## src/rtl/restoring_div.sv

```systemverilog
// Multi-cycle unsigned restoring divider: one quotient bit per clock, MSB first.
// Optional macro DIV_ZERO_CHK_EN compiles in a divide-by-zero early exit with err flag.
//
// state | meaning
// IDLE  | waiting for start; outputs hold the last result
// RUN   | one restoring step per cycle, WIDTH cycles
// DONE  | one-cycle done pulse, result valid
module restoring_div #(
  parameter int WIDTH = 32
) (
  input  logic             clk,
  input  logic             rst_n,
  input  logic             start,
  input  logic [WIDTH-1:0] dividend,
  input  logic [WIDTH-1:0] divisor,
  output logic             busy,
  output logic             done,
  output logic [WIDTH-1:0] quotient,
  output logic [WIDTH-1:0] remainder,
  output logic             err
);

  localparam int CW = $clog2(WIDTH + 1);

  typedef enum logic [1:0] {
    S_IDLE,
    S_RUN,
    S_DONE
  } state_t;

  state_t           r_state;
  logic [WIDTH-1:0] r_rem;
  logic [WIDTH-1:0] r_qsh;
  logic [WIDTH-1:0] r_dvs;
  logic [WIDTH-1:0] r_quot;
  logic [WIDTH-1:0] r_remo;
  logic [CW-1:0]    r_cnt;
  logic             r_busy;
  logic             r_done;

  logic [WIDTH:0]   w_shift;
  logic [WIDTH+1:0] w_trial;
  logic             w_carry;
  logic [WIDTH-1:0] w_next_rem;
  logic [WIDTH-1:0] w_next_q;
  logic             w_last;

  // r_qsh starts as the dividend and fills with quotient bits from the LSB side
  assign w_shift    = {r_rem, r_qsh[WIDTH-1]};
  assign w_trial    = {1'b0, w_shift} + {2'b01, ~r_dvs} + (WIDTH+2)'(1);
  assign w_carry    = w_trial[WIDTH+1];
  assign w_next_rem = w_carry ? w_trial[WIDTH-1:0] : w_shift[WIDTH-1:0];
  assign w_next_q   = {r_qsh[WIDTH-2:0], w_carry};
  assign w_last     = (r_cnt == CW'(WIDTH - 1));

`ifdef DIV_ZERO_CHK_EN
  logic r_err;
  assign err = r_err;
`else
  assign err = 1'b0;
`endif

  always_ff @(posedge clk or negedge rst_n) begin
    if (!rst_n) begin
      r_state <= S_IDLE;
      r_rem   <= '0;
      r_qsh   <= '0;
      r_dvs   <= '0;
      r_quot  <= '0;
      r_remo  <= '0;
      r_cnt   <= '0;
      r_busy  <= 1'b0;
      r_done  <= 1'b0;
`ifdef DIV_ZERO_CHK_EN
      r_err   <= 1'b0;
`endif
    end else begin
      case (r_state)
        S_IDLE: begin
          r_done <= 1'b0;
          if (start) begin
            r_qsh <= dividend;
            r_dvs <= divisor;
            r_rem <= '0;
            r_cnt <= '0;
`ifdef DIV_ZERO_CHK_EN
            if (divisor == '0) begin
              r_state <= S_DONE;
              r_done  <= 1'b1;
              r_err   <= 1'b1;
              r_quot  <= '1;
              r_remo  <= dividend;
            end else begin
              r_state <= S_RUN;
              r_busy  <= 1'b1;
              r_err   <= 1'b0;
            end
`else
            r_state <= S_RUN;
            r_busy  <= 1'b1;
`endif
          end
        end
        S_RUN: begin
          r_rem <= w_next_rem;
          r_qsh <= w_next_q;
          r_cnt <= r_cnt + 1'b1;
          if (w_last) begin
            r_state <= S_DONE;
            r_busy  <= 1'b0;
            r_done  <= 1'b1;
            r_quot  <= w_next_q;
            r_remo  <= w_next_rem;
          end
        end
        S_DONE: begin
          r_done  <= 1'b0;
          r_state <= S_IDLE;
        end
        default: begin
          r_state <= S_IDLE;
          r_busy  <= 1'b0;
          r_done  <= 1'b0;
        end
      endcase
    end
  end

  assign busy      = r_busy;
  assign done      = r_done;
  assign quotient  = r_quot;
  assign remainder = r_remo;

endmodule

```

## config.mk

```make
export PLATFORM = sky130hd
export DESIGN_NAME = restoring_div
export DESIGN_NICKNAME = d
export VERILOG_FILES = /design/src/rtl/restoring_div.sv
export SDC_FILE = /design/constraint.sdc
export NUM_CORES = 1
export LEC_CHECK = 0
export BUFFER_PORTS_ARGS = -buffer_cell sky130_fd_sc_hd__buf_2
export CORE_ASPECT_RATIO = 0.8
export CORE_UTILIZATION = 45
export DETAILED_ROUTE_END_ITERATION = 12
export GPL_ROUTABILITY_DRIVEN = 0
export HOLD_SLACK_MARGIN = 0.08
export PLACE_DENSITY = 0.76
export SKIP_LAST_GASP = 1
export SYNTH_ARGS = -nofsm -noshare
export SYNTH_HDL_FRONTEND = slang
export SYNTH_SLANG_ARGS = --single-unit
```

## constraint.sdc

```tcl
create_clock -name clk -period 3.8 [get_ports clk]
set_input_delay 0 -clock clk [delete_from_list [all_inputs] [get_ports clk]]
set_output_delay 0 -clock clk [all_outputs]
set_load 0.05 [all_outputs]
```

Yosys cells after proc, flatten, opt, wreduce, memory -nomap -nowiden
Index checks and enable logic that the tools add are counted.
{"block": "classes", "muxes": 15, "n_addsub": 3, "reduce_logical": 7, "eq_ne": 5, "n_mul": 0, "magnitude_cmp": 0, "shift": 0, "bitwise": 2, "n_div": 0}
{"op": "32-bit case mux with 2 select lines", "n": 2}
{"op": "32-bit two-way mux", "n": 3}
{"op": "33-bit by 33-bit adder with 34-bit output", "n": 1}
{"op": "34-bit by 1-bit adder with 34-bit output (second input constant)", "n": 1}
{"op": "32-bit NOT", "n": 1}
{"op": "6-bit case mux with 2 select lines", "n": 1}
{"op": "2-bit AND reduction", "n": 4}
{"op": "6-bit by 1-bit adder with 6-bit output (second input constant)", "n": 1}
{"op": "6-bit by 5-bit == test with 1-bit output (second input constant)", "n": 1}
{"op": "6-bit two-way mux", "n": 1}
{"op": "1-bit two-way mux", "n": 4}
{"op": "2-bit two-way mux", "n": 2}
{"op": "2-bit != test (second input constant)", "n": 2}
{"op": "2-bit case mux with 2 select lines", "n": 1}
{"op": "1-bit case mux with 3 select lines", "n": 1}
{"op": "3-bit AND reduction", "n": 1}
{"op": "2-bit by 1-bit == test with 1-bit output (second input constant)", "n": 1}
{"op": "2-bit == test (second input constant)", "n": 1}
{"op": "2-bit logical NOT", "n": 1}
{"op": "2-bit nonzero test", "n": 1}
{"op": "1-bit NOT", "n": 1}
{"block": "word_totals", "out_inout_bits": 67, "mem_count": 0, "wordCells": 41, "ff_bits": 170, "mem_bits_rw": 0, "inputBits": 67, "latch_bits": 0, "mem_bits_ro": 0}

Depth between registers and ports, before layout
Gate-level depths: netlist (run 1).
{"block": "depth", "depth_word": 5, "ltp_mapped": 14, "depth_no_buf": 13}

Worst setup path after synthesis (run 1)
Ideal clock, no wire load.
{"block": "synth_timing", "kind": "register -> register", "from": "register r_qsh[31]", "to": "register r_remo[22] (netlist: remainder[22])", "slack_ps": 1103, "t_required_ps": 3723, "setup_time_ps": 77, "arrival_time_ps": 2619, "period_less_slack_ps": 2697, "n_path_buf": 0, "path_stages_with_launch": 14, "cell_sequence": "dfrtp_1 -> inv_1 -> ha_1 -> inv_1 -> fa_1 -> a21o_1 -> nand4_1 -> a211o_1 -> a31oi_2 -> a221o_1 -> and2_1 -> o41ai_1 -> o21ai_0 -> a21oi_1"}
{"block": "synth_between", "elab_chain_len": 3}
{"item": "start: declaration", "line_no": "33", "source": "logic [WIDTH-1:0] r_qsh;"}
{"item": "start signal: assignment", "line_no": "82", "source": "r_qsh <= dividend;"}
{"item": "start signal: assignment", "line_no": "106", "source": "r_qsh <= w_next_q;"}
{"item": "33-bit by 33-bit adder with 34-bit output", "line_no": "50", "source": "assign w_trial = {1'b0, w_shift} + {2'b01, ~r_dvs} + (WIDTH+2)'(1);"}
{"item": "34-bit by 1-bit adder with 34-bit output", "line_no": "50"}
{"item": "32-bit two-way mux", "line_no": "52", "source": "assign w_next_rem = w_carry ? w_trial[WIDTH-1:0] : w_shift[WIDTH-1:0];"}
{"item": "end signal: assignment", "line_no": "113", "source": "r_remo <= w_next_rem;"}
{"item": "end: declaration", "line_no": "36", "source": "logic [WIDTH-1:0] r_remo;"}
No other way between the ends.
A chain may end at the register's enable or synchronous reset.

Final worst setup path (run 1)
{"block": "layout_timing", "from": "register r_qsh[31]", "to": "register r_remo[28] (netlist: remainder[28])"}
The elaborated chain is that of the path after synthesis.

==> results of run 1 <==
-- kinds of logic (layout without fill, tap and decap cells) --
logic type               count (synthesis)  after routing
AND/OR/NAND/NOR                        327            327
AO/OA/AOI/OAI                          320            320
flip-flops                             170            170
buffers and inverters                  109            290
adder cells (fa/ha/maj)                 34             34
XOR/XNOR                                23             23
multiplexers                            16             16
other                                    1              1
-- stage by stage --
stage          cells  hold slack, ns  setup WS (ns)
2_1_floorplan   1000          -0.296           1.10
3_3_place_gp    1342           0.163          0.878
3_5_place_dp    1342           0.154          0.787
4_1_cts         1439           0.263          0.764
5_1_grt         1439           0.316          0.511
6_report        1439           0.242          0.715
-- layer usage --
layer	up-vias	track usage (%)	share of wire, %
met5	-	0	0
met4	0	6.56	1.2
met3	23	4.42	6.0
met2	243	35.4	44
met1	3705	33.1	48
li1	3781	-	-
-- sequential cells by signal, summed over array words and instances (netlist names) --
signal and flops:
r_dvs 32, r_qsh 32, r_rem 32, done 1, r_cnt 6, quotient 32
busy 1, r_state 2, remainder 32
-- what timing repair did --
action                                 4_1_cts  5_1_grt
hold buffers                                65        0
endpoints found under the hold margin      158        0
setup endpoints to repair                    0        0
resized for setup                            0        0
-- cells in the final DEF, fill, tap and decap left out, drive strengths merged, types with 3 or more instances in the layout --
master / n
mux2i: 11
xor2: 12
dfrtp: 170
and3: 5
ha: 33
a21o: 17
clkbuf: 19
a22oi: 31
o31ai: 3
nand4: 13
buf: 145
a31oi: 5
o21a: 3
nand2b: 3
nand2: 221
mux2: 5
nor2: 27
o31a: 5
inv: 55
o21bai: 5
o211ai: 4
dlygate4sd3: 65
a22o: 4
nand3: 14
a21oi: 68
xnor2: 11
a21boi: 3
clkinvlp: 3
a211oi: 7
a32oi: 3
o21ai: 147
nor2b: 37
-- worst max-delay path: cells and delay by family (launching register included) --
| family | cells | cell delay [ns] |
|---|---|---|
| flops | 1 | 0.37 |
| mux | 1 | 0.35 |
| simple gates | 2 | 0.20 |
| buf+inv | 2 | 0.15 |
| fa+ha+maj | 2 | 0.42 |
| compound gates | 6 | 1.54 |
-- cell type report --
| class | count | area (sq um) | share of cell area [%] |
|---|---|---|---|
| clock inverters | 13 | 129 | 1.18 |
| multi-input cells | 721 | 4190 | 38.3 |
| flip-flops and latches | 170 | 4250 | 38.9 |
| repair buffers | 210 | 1430 | 13.0 |
| well taps | 258 | 323 | 2.95 |
| inverters | 48 | 180 | 1.65 |
| clock buffers | 19 | 433 | 3.96 |
-- how the worst max path moves through the flow --
stage | slack (ns) | start | end | depth (start not counted)
after global routing | 0.51 | r_qsh[31] | r_rem[22] | 13
after floorplan | 1.10 | r_qsh[31] | remainder[22] | 13
after global placement | 0.88 | r_qsh[31] | remainder[28] | 13
after CTS | 0.76 | r_qsh[31] | remainder[28] | 13
final | 0.71 | r_qsh[31] | remainder[28] | 13
after detailed placement | 0.79 | r_qsh[31] | remainder[28] | 13
==> run metrics, run 1 <==
FF-to-FF Start r_qsh[31]; EDFF count, synth 0; CTS clk-pin slew, worst paths 0.07 ns; Initial Util 46.3%; grt ovf 0; Area contributors post-synth dfrtp_1 (48%), nand2_1 (9.3%), o21ai_0 (8.1%); Post-Syn Area 8860 sq um; CTS Buf Count 17; Via density 5.39; most frequently used flop master after synthesis dfrtp_1; first-pass GRT wire length 37,700 microns; compound-cell area share of the yosys netlist 22.0%; # port buffers 132; max_slew headroom 30.1%; Arrival @ worst endpoint 3.45 ns; mux cell area share after synthesis 1.88%; main combinational cell family by area after synthesis compound AO/OA/AOI/OAI gates; period utilization 81.2%; Post-Synth Simple-Gate Area 16.0%; DR pass1 iterations 5; Layout fillers 1,752; crit path capture type register; Mapped Cells 1,000; Post-Syn Nets 1,101; largest net degree at the start of global routing 96; sequential fraction of the synthesis area 48.0%; Post-Synth Adder-Cell Area 4.88%; crit path max fanout 5; setup violators final 0; critical-path cell list inv_1, ha_1, inv_1, fa_1, a21o_1, nand4_1, a211o_1, a31oi_2, a21oi_1, o31a_1, o21ai_2, mux2_2, nand2_1; Final nets 1,269; placed instance area 9730 sq um; Horiz. Die Dim 159 microns; Setup TNS Final 0 ns; clk root buf clkbuf_16; most frequent cells after synthesis nand2_1 (220), dfrtp_1 (170), o21ai_0 (143); design area 10,900 sq um; Rows 45; Starting DRT DRC Count 765; most numerous cell in the Yosys netlist nand2_1; slowest CP cell dfrtp_1; core area 19,100 sq um; #FFs+latches synth 170; ys async rst share 100%; Die H 128 microns; largest stage delay on the critical path 0.37 ns; max-slew violations 0; Mean Syn Cell Area 8.86 sq um; actual slew at the worst max-slew pin 1.05 ns; Clk Latency, worst-skew pair 0.42 ns; Synth top area share 48.0%; via count 7,752; Ant. Diodes 0; clk_skew 0.0101 ns; DR DRC count 0; die area 20,300 sq um; r2r endpoint remainder[28]; final hold violations 0; layout cells sized above 1 16.6%; Area growth, synth to finish 23.4%; post-synth top area cell dfrtp_1; Post-CTS Setup Bufs 0; RSZ-0062 raised after global routing false; CP Launch Type register; Ports 134; Synth Area in XOR/XNOR 2.27%; crit-path most repeated cell inv_1; max frequency 324 MHz; post-DP HPWL 14,700 microns; cells on worst reg2reg path 13; CTS sink cnt 170; synth unique cells 59; Max Cap Viol 0; CTS tree built; CP required 4.16 ns; WL final 22,800 microns; Final Critical Period 3.09 ns; H-tree Lvls 4; GRT Overall Usage 23.0%; vias in the first global route 7,414; clk buf depth 2; worst min-delay path category in2async; initial antenna violation count 0; Yosys warning count 0; WL/cell 15.8 microns; Crit Path Class reg2reg; r2r setup slk 0.71 ns; final core utilization 57.2%; run status completed; post-route ant nets 0
Power of run 1 is not shown: default switching activity piles up to over one toggle a cycle in this logic, so the estimate is an artifact.
==> run 2: changes to the inputs <==
Clock period 3.8 ns to 3.2 ns, I/O delays scaled along.
==> run 2 against run 1 <==
Clock-buffer cell count shrank 2. Utilization grew 0.94 points. Global-route usage grew 0.11 points. Non-clock buffer count grew 11. Maximum frequency grew 2.9%. Largest cell class unchanged.
==> run metrics, run 2 (synthesis gave the netlist of run 1 again) <==
H-tree Lvls 4 (unchanged); CTS Buf Count 17 (unchanged); GRT Overall Usage 23.1% (+0.11 points); Setup TNS Final 0 ns (unchanged); period utilization 93.7% (+13 points); final hold violations 0 (unchanged); die area 20,300 sq um (unchanged); vias in the first global route 7,360 (-0.73%); via count 7,786 (+0.44%); worst min-delay path category in2async; met2 Track Usage GR 34.5% (-0.90 points); Ant. Diodes 0 (unchanged); Final Critical Period 3.00 ns (-0.0859 ns); layer carrying the most global-route usage met1; Starting DRT DRC Count 544 (-29%); Layout fillers 1,688 (-3.7%); CTS tree built; crit path capture type register; clk_skew 0.0104 ns (+0.000248 ns); Horiz. Die Dim 159 microns (unchanged); Final nets 1,280 (+0.87%); Via density 5.37 (-0.32%); max-slew violations 0 (unchanged); clk root buf clkbuf_16; DR pass1 iterations 7 (+2); grt ovf 0 (unchanged); core area 19,100 sq um (unchanged); WL final 22,600 microns (-0.89%); WL/cell 15.6 microns (-1.6%); Area growth, synth to finish 25.5%; Post-CTS Setup Bufs 0 (unchanged); largest net degree at the start of global routing 80 (-17%); RSZ-0062 raised after global routing false; CTS clk-pin slew, worst paths 0.07 ns (about the same); commonest non-fill, non-tap cells in the layout nand2_1 (219), dfrtp_1 (170), o21ai_0 (142), buf_2 (131), dlygate4sd3_1 (70); post-route ant nets 0 (unchanged); Rows 45 (unchanged); Arrival @ worst endpoint 3.36 ns (-0.09 ns); Clk Latency, worst-skew pair 0.43 ns (about the same); initial antenna violation count 0 (unchanged); Max Cap Viol 0 (unchanged); Crit Path Class reg2reg; # port buffers 132 (unchanged); actual slew at the worst max-slew pin 0.937 ns (-0.109 ns); commonest non-fill, non-tap cell in the layout nand2_1; Initial Util 46.3% (unchanged); setup violators final 0 (unchanged); max_slew headroom 37.5% (+7.4 points); met1 Resource Use GR 34.7% (+1.6 points); crit path max fanout 5 (unchanged); met3 usage 4.64% (+0.23 points); CP Launch Type register; run status completed; layout cells sized above 1 17.1% (+0.52 points); Die H 128 microns (unchanged); DR DRC count 0 (unchanged); Ports 134 (unchanged); CTS sink cnt 170 (unchanged); post-DP HPWL 15,100 microns (+2.9%); max frequency 333 MHz (+2.9%); clk buf depth 2 (unchanged); CP required 3.56 ns (-0.60 ns); first-pass GRT wire length 37,800 microns (+0.40%)
==> run 2: metrics by stage <==
stage	setup slack, ns	area [sq um]	util (%)	hold slack, ns	instances
detailed placement	0.219	9790	51.1	0.0866	1348
finish	0.201	11100	58.1	0.180	1450
CTS	0.195	11100	58.0	0.199	1450
global route	0.0235	11100	58.1	0.261	1450
floorplan	0.503	8860	-	-0.296	1000
global placement	0.285	9790	51.1	0.0856	1348
==> run 2: layout make-up <==
| type | count | area, sq um | share of cell area [%] |
|---|---|---|---|
| tap | 258 | 323 | 2.90 |
| sequential | 170 | 4250 | 38.3 |
| inverter | 48 | 180 | 1.62 |
| clock inverter | 15 | 200 | 1.80 |
| clock buffer | 17 | 425 | 3.83 |
| timing repair buffer | 221 | 1540 | 13.8 |
| multi-input combinational | 721 | 4200 | 37.8 |
==> run 2: repair_timing <==
| action | in CTS | in global routing |
|---|---|---|
| endpoints found under the hold margin | 141 | 0 |
| resized for setup | 0 | 2 |
| hold buffers | 70 | 0 |
| setup endpoints to repair | 0 | 3 |
==> run 2: worst paths after layout <==
| kind | start | endpoint | slack, ns | cells past startpoint |
|---|---|---|---|---|
| min in group clk | divisor[9] | r_dvs[9] | 0.30 | 4 |
| worst max register to register | r_qsh[31] | remainder[28] | 0.20 | 13 |
| worst max-delay path | r_qsh[31] | remainder[28] | 0.20 | 13 |
| max in group asynchronous | rst_n | remainder[3] | 2.12 | 3 |
| worst min-delay path | rst_n | remainder[18] | 0.18 | 2 |
| worst min register to register | quotient[11] | quotient[11] | 0.47 | 2 |
==> run 2: worst max-delay path, cell delays in order (launching register included) <==
cell and delay [ns]:
dfrtp_1 0.37, inv_1 0.07, ha_1 0.21, inv_1 0.07, fa_1 0.20, a21o_1 0.15
nand4_1 0.15, a211o_1 0.39, a31oi_4 0.23, a21oi_1 0.16, o31a_1 0.36, o21ai_2 0.18
mux2_2 0.35, nand2_1 0.06
==> run 2: per-layer routing <==
metal  wire length (microns)  part of all wire (%)
met5                       0                     0
met4                     211                  0.94
met2                    9850                    44
met3                    1240                   5.5
met1                   11300                    50
Power of run 2 is left out for the same reason.
==> run 3: changes to the inputs <==
Settings changed: CTS_BUF_LIST set to sky130_fd_sc_hd__clkbuf_4.
==> run 3 against run 2 <==
Clock-buffer cell count did not move. Register-to-register slack about the same. Sequential share of layout area is 0.92 points higher. Routed wire length decreased by 0.90%. Setup slack got worse by 0.0083 ns. Global-route usage shrank 0.061 points. Clock skew is 0.015 ns higher. Sequential cell count is the same. Utilization shrank 1.4 points. Critical path depth fell by 3. Critical path type unchanged. Highest routed layer unchanged.
==> run metrics, run 3 (synthesis gave the netlist of run 1 again) <==
Crit Path Class reg2reg; CTS sink cnt 170 (unchanged); first-pass GRT wire length 37,500 microns (-0.73%); max-slew violations 0 (unchanged); cells on worst reg2reg path 10 (-3); largest net degree at the start of global routing 78 (-2.5%); actual slew at the worst max-slew pin 0.912 ns (-0.0250 ns); H-tree Lvls 4 (unchanged); WL/cell 15.4 microns (-1.0%); flip-flop and latch area 4250 sq um (unchanged); final core utilization 56.7% (-1.4 points); post-DP HPWL 15,100 microns (unchanged); crit path capture type register; final hold violations 0 (unchanged); period utilization 94.0% (+0.26 points); CP Launch Type register; r2r setup slk 0.19 ns (about the same); Hold EP r_dvs[9]; CTS clk-pin slew, worst paths 0.16 ns (+0.09 ns); hold path cells 4; RSZ-0062 raised after global routing false; FF-to-FF Start r_rem[6]; Area growth, synth to finish 22.5%; CP required 3.67 ns (+0.11 ns); Layout fillers 1,724 (+2.1%); Via density 5.33 (-0.75%); clk buf depth 2 (unchanged); Rows 45 (unchanged); Max Cap Viol 0 (unchanged); clk_skew 0.0258 ns (+0.0154 ns); max frequency 332 MHz (-0.28%); via count 7,738 (-0.62%); Post-CTS Setup Bufs 0 (unchanged); CTS tree built; # port buffers 132 (unchanged); commonest non-fill, non-tap cell in the layout nand2_1; initial antenna violation count 0 (unchanged); area of the multi-input gates 4200 sq um (unchanged); max_slew headroom 39.1% (+1.7 points); die area 20,300 sq um (unchanged); CTS Buf Count 17 (unchanged); commonest non-fill, non-tap cells in the layout nand2_1 (219), dfrtp_1 (170), o21ai_0 (142), buf_2 (131), dlygate4sd3_1 (71); Die H 128 microns (unchanged); vias in the first global route 7,314 (-0.63%); largest stage delay on the critical path 0.44 ns (+0.05 ns); Setup TNS Final 0 ns (unchanged); setup violators final 0 (unchanged); core area 19,100 sq um (unchanged); layout cells sized above 1 17.2% (+0.055 points); run status completed; critical-path cell list ha_1, nand2_2, nor3_1, a211oi_1, o21a_1, o31a_1, o31ai_1, xor2_1, mux2i_1, o21ai_0; Final Critical Period 3.01 ns (+0.00835 ns); DR DRC count 0 (unchanged); Fin Hold WS 0.122 ns (-0.0582 ns); worst min-delay path category in2reg; Final nets 1,282 (+0.16%); r2r endpoint r_rem[27]; Ant. Diodes 0 (unchanged); WL final 22,400 microns (-0.90%); clk root buf clkbuf_4; grt ovf 0 (unchanged); slowest CP cell dfrtp_1; Initial Util 46.3% (unchanged); Clk Latency, worst-skew pair 0.60 ns (+0.17 ns); DR pass1 iterations 6 (-1); Starting DRT DRC Count 593 (+9.0%); Ports 134 (unchanged); Arrival @ worst endpoint 3.48 ns (+0.12 ns); post-route ant nets 0 (unchanged); crit path max fanout 5 (unchanged); GRT Overall Usage 23.1% (-0.061 points); Horiz. Die Dim 159 microns (unchanged); hold wc startpoint divisor[9]
run 3: metal layers:
layer / global-route usage, % / part of all wire, % / vias to the layer above
li1: - / - / 3804
met1: 34.8 / 51 / 3708
met2: 33.9 / 43 / 206
met3: 4.48 / 4.8 / 20
met4: 5.60 / 1.1 / 0
met5: 0 / 0 / -
run 3: cell type report:
class	instances	area share [%]
multi-input combinational	721	38.7
inverter	48	1.66
tap	258	2.97
sequential	170	39.2
clock buffer	17	1.18
timing repair buffer	223	14.5
clock inverter	15	1.84
run 3: worst max-delay path by stage:
stage / slack (ns) / endpoint / depth (start not counted) / start
final: 0.19 / r_rem[27] / 10 / r_rem[6]
after global routing: 0.01 / remainder[22] / 13 / r_qsh[31]
after CTS: 0.18 / remainder[28] / 13 / r_qsh[31]
after detailed placement: 0.22 / remainder[28] / 13 / r_qsh[31]
after global placement: 0.29 / remainder[28] / 13 / r_qsh[31]
after floorplan: 0.50 / remainder[22] / 13 / r_qsh[31]
run 3: timing repair:
item / 4_1_cts / 5_1_grt
endpoints found under the setup margin: 0 / 5
hold endpoints to repair: 234 / 0
hold buffers: 72 / 0
resized for setup: 0 / 2
run 3: critical path: cells and delay by family (launching register included):
kind	cells	cell delay (ns)
AO/OA/AOI/OAI	5	1.31
flip-flops	1	0.44
adder cells (fa/ha/maj)	1	0.39
AND/OR/NAND/NOR	2	0.32
multiplexers	1	0.31
XOR/XNOR	1	0.12
run 3: stage by stage:
step | cells | area (sq um) | setup slack (ns)
after floorplan | 1000 | 8860 | 0.503
after global placement | 1348 | 9790 | 0.285
after detailed placement | 1348 | 9790 | 0.219
after CTS | 1452 | 10900 | 0.177
after global routing | 1452 | 10900 | 0.0140
final | 1452 | 10900 | 0.192
Power of run 3 is left out for the same reason.
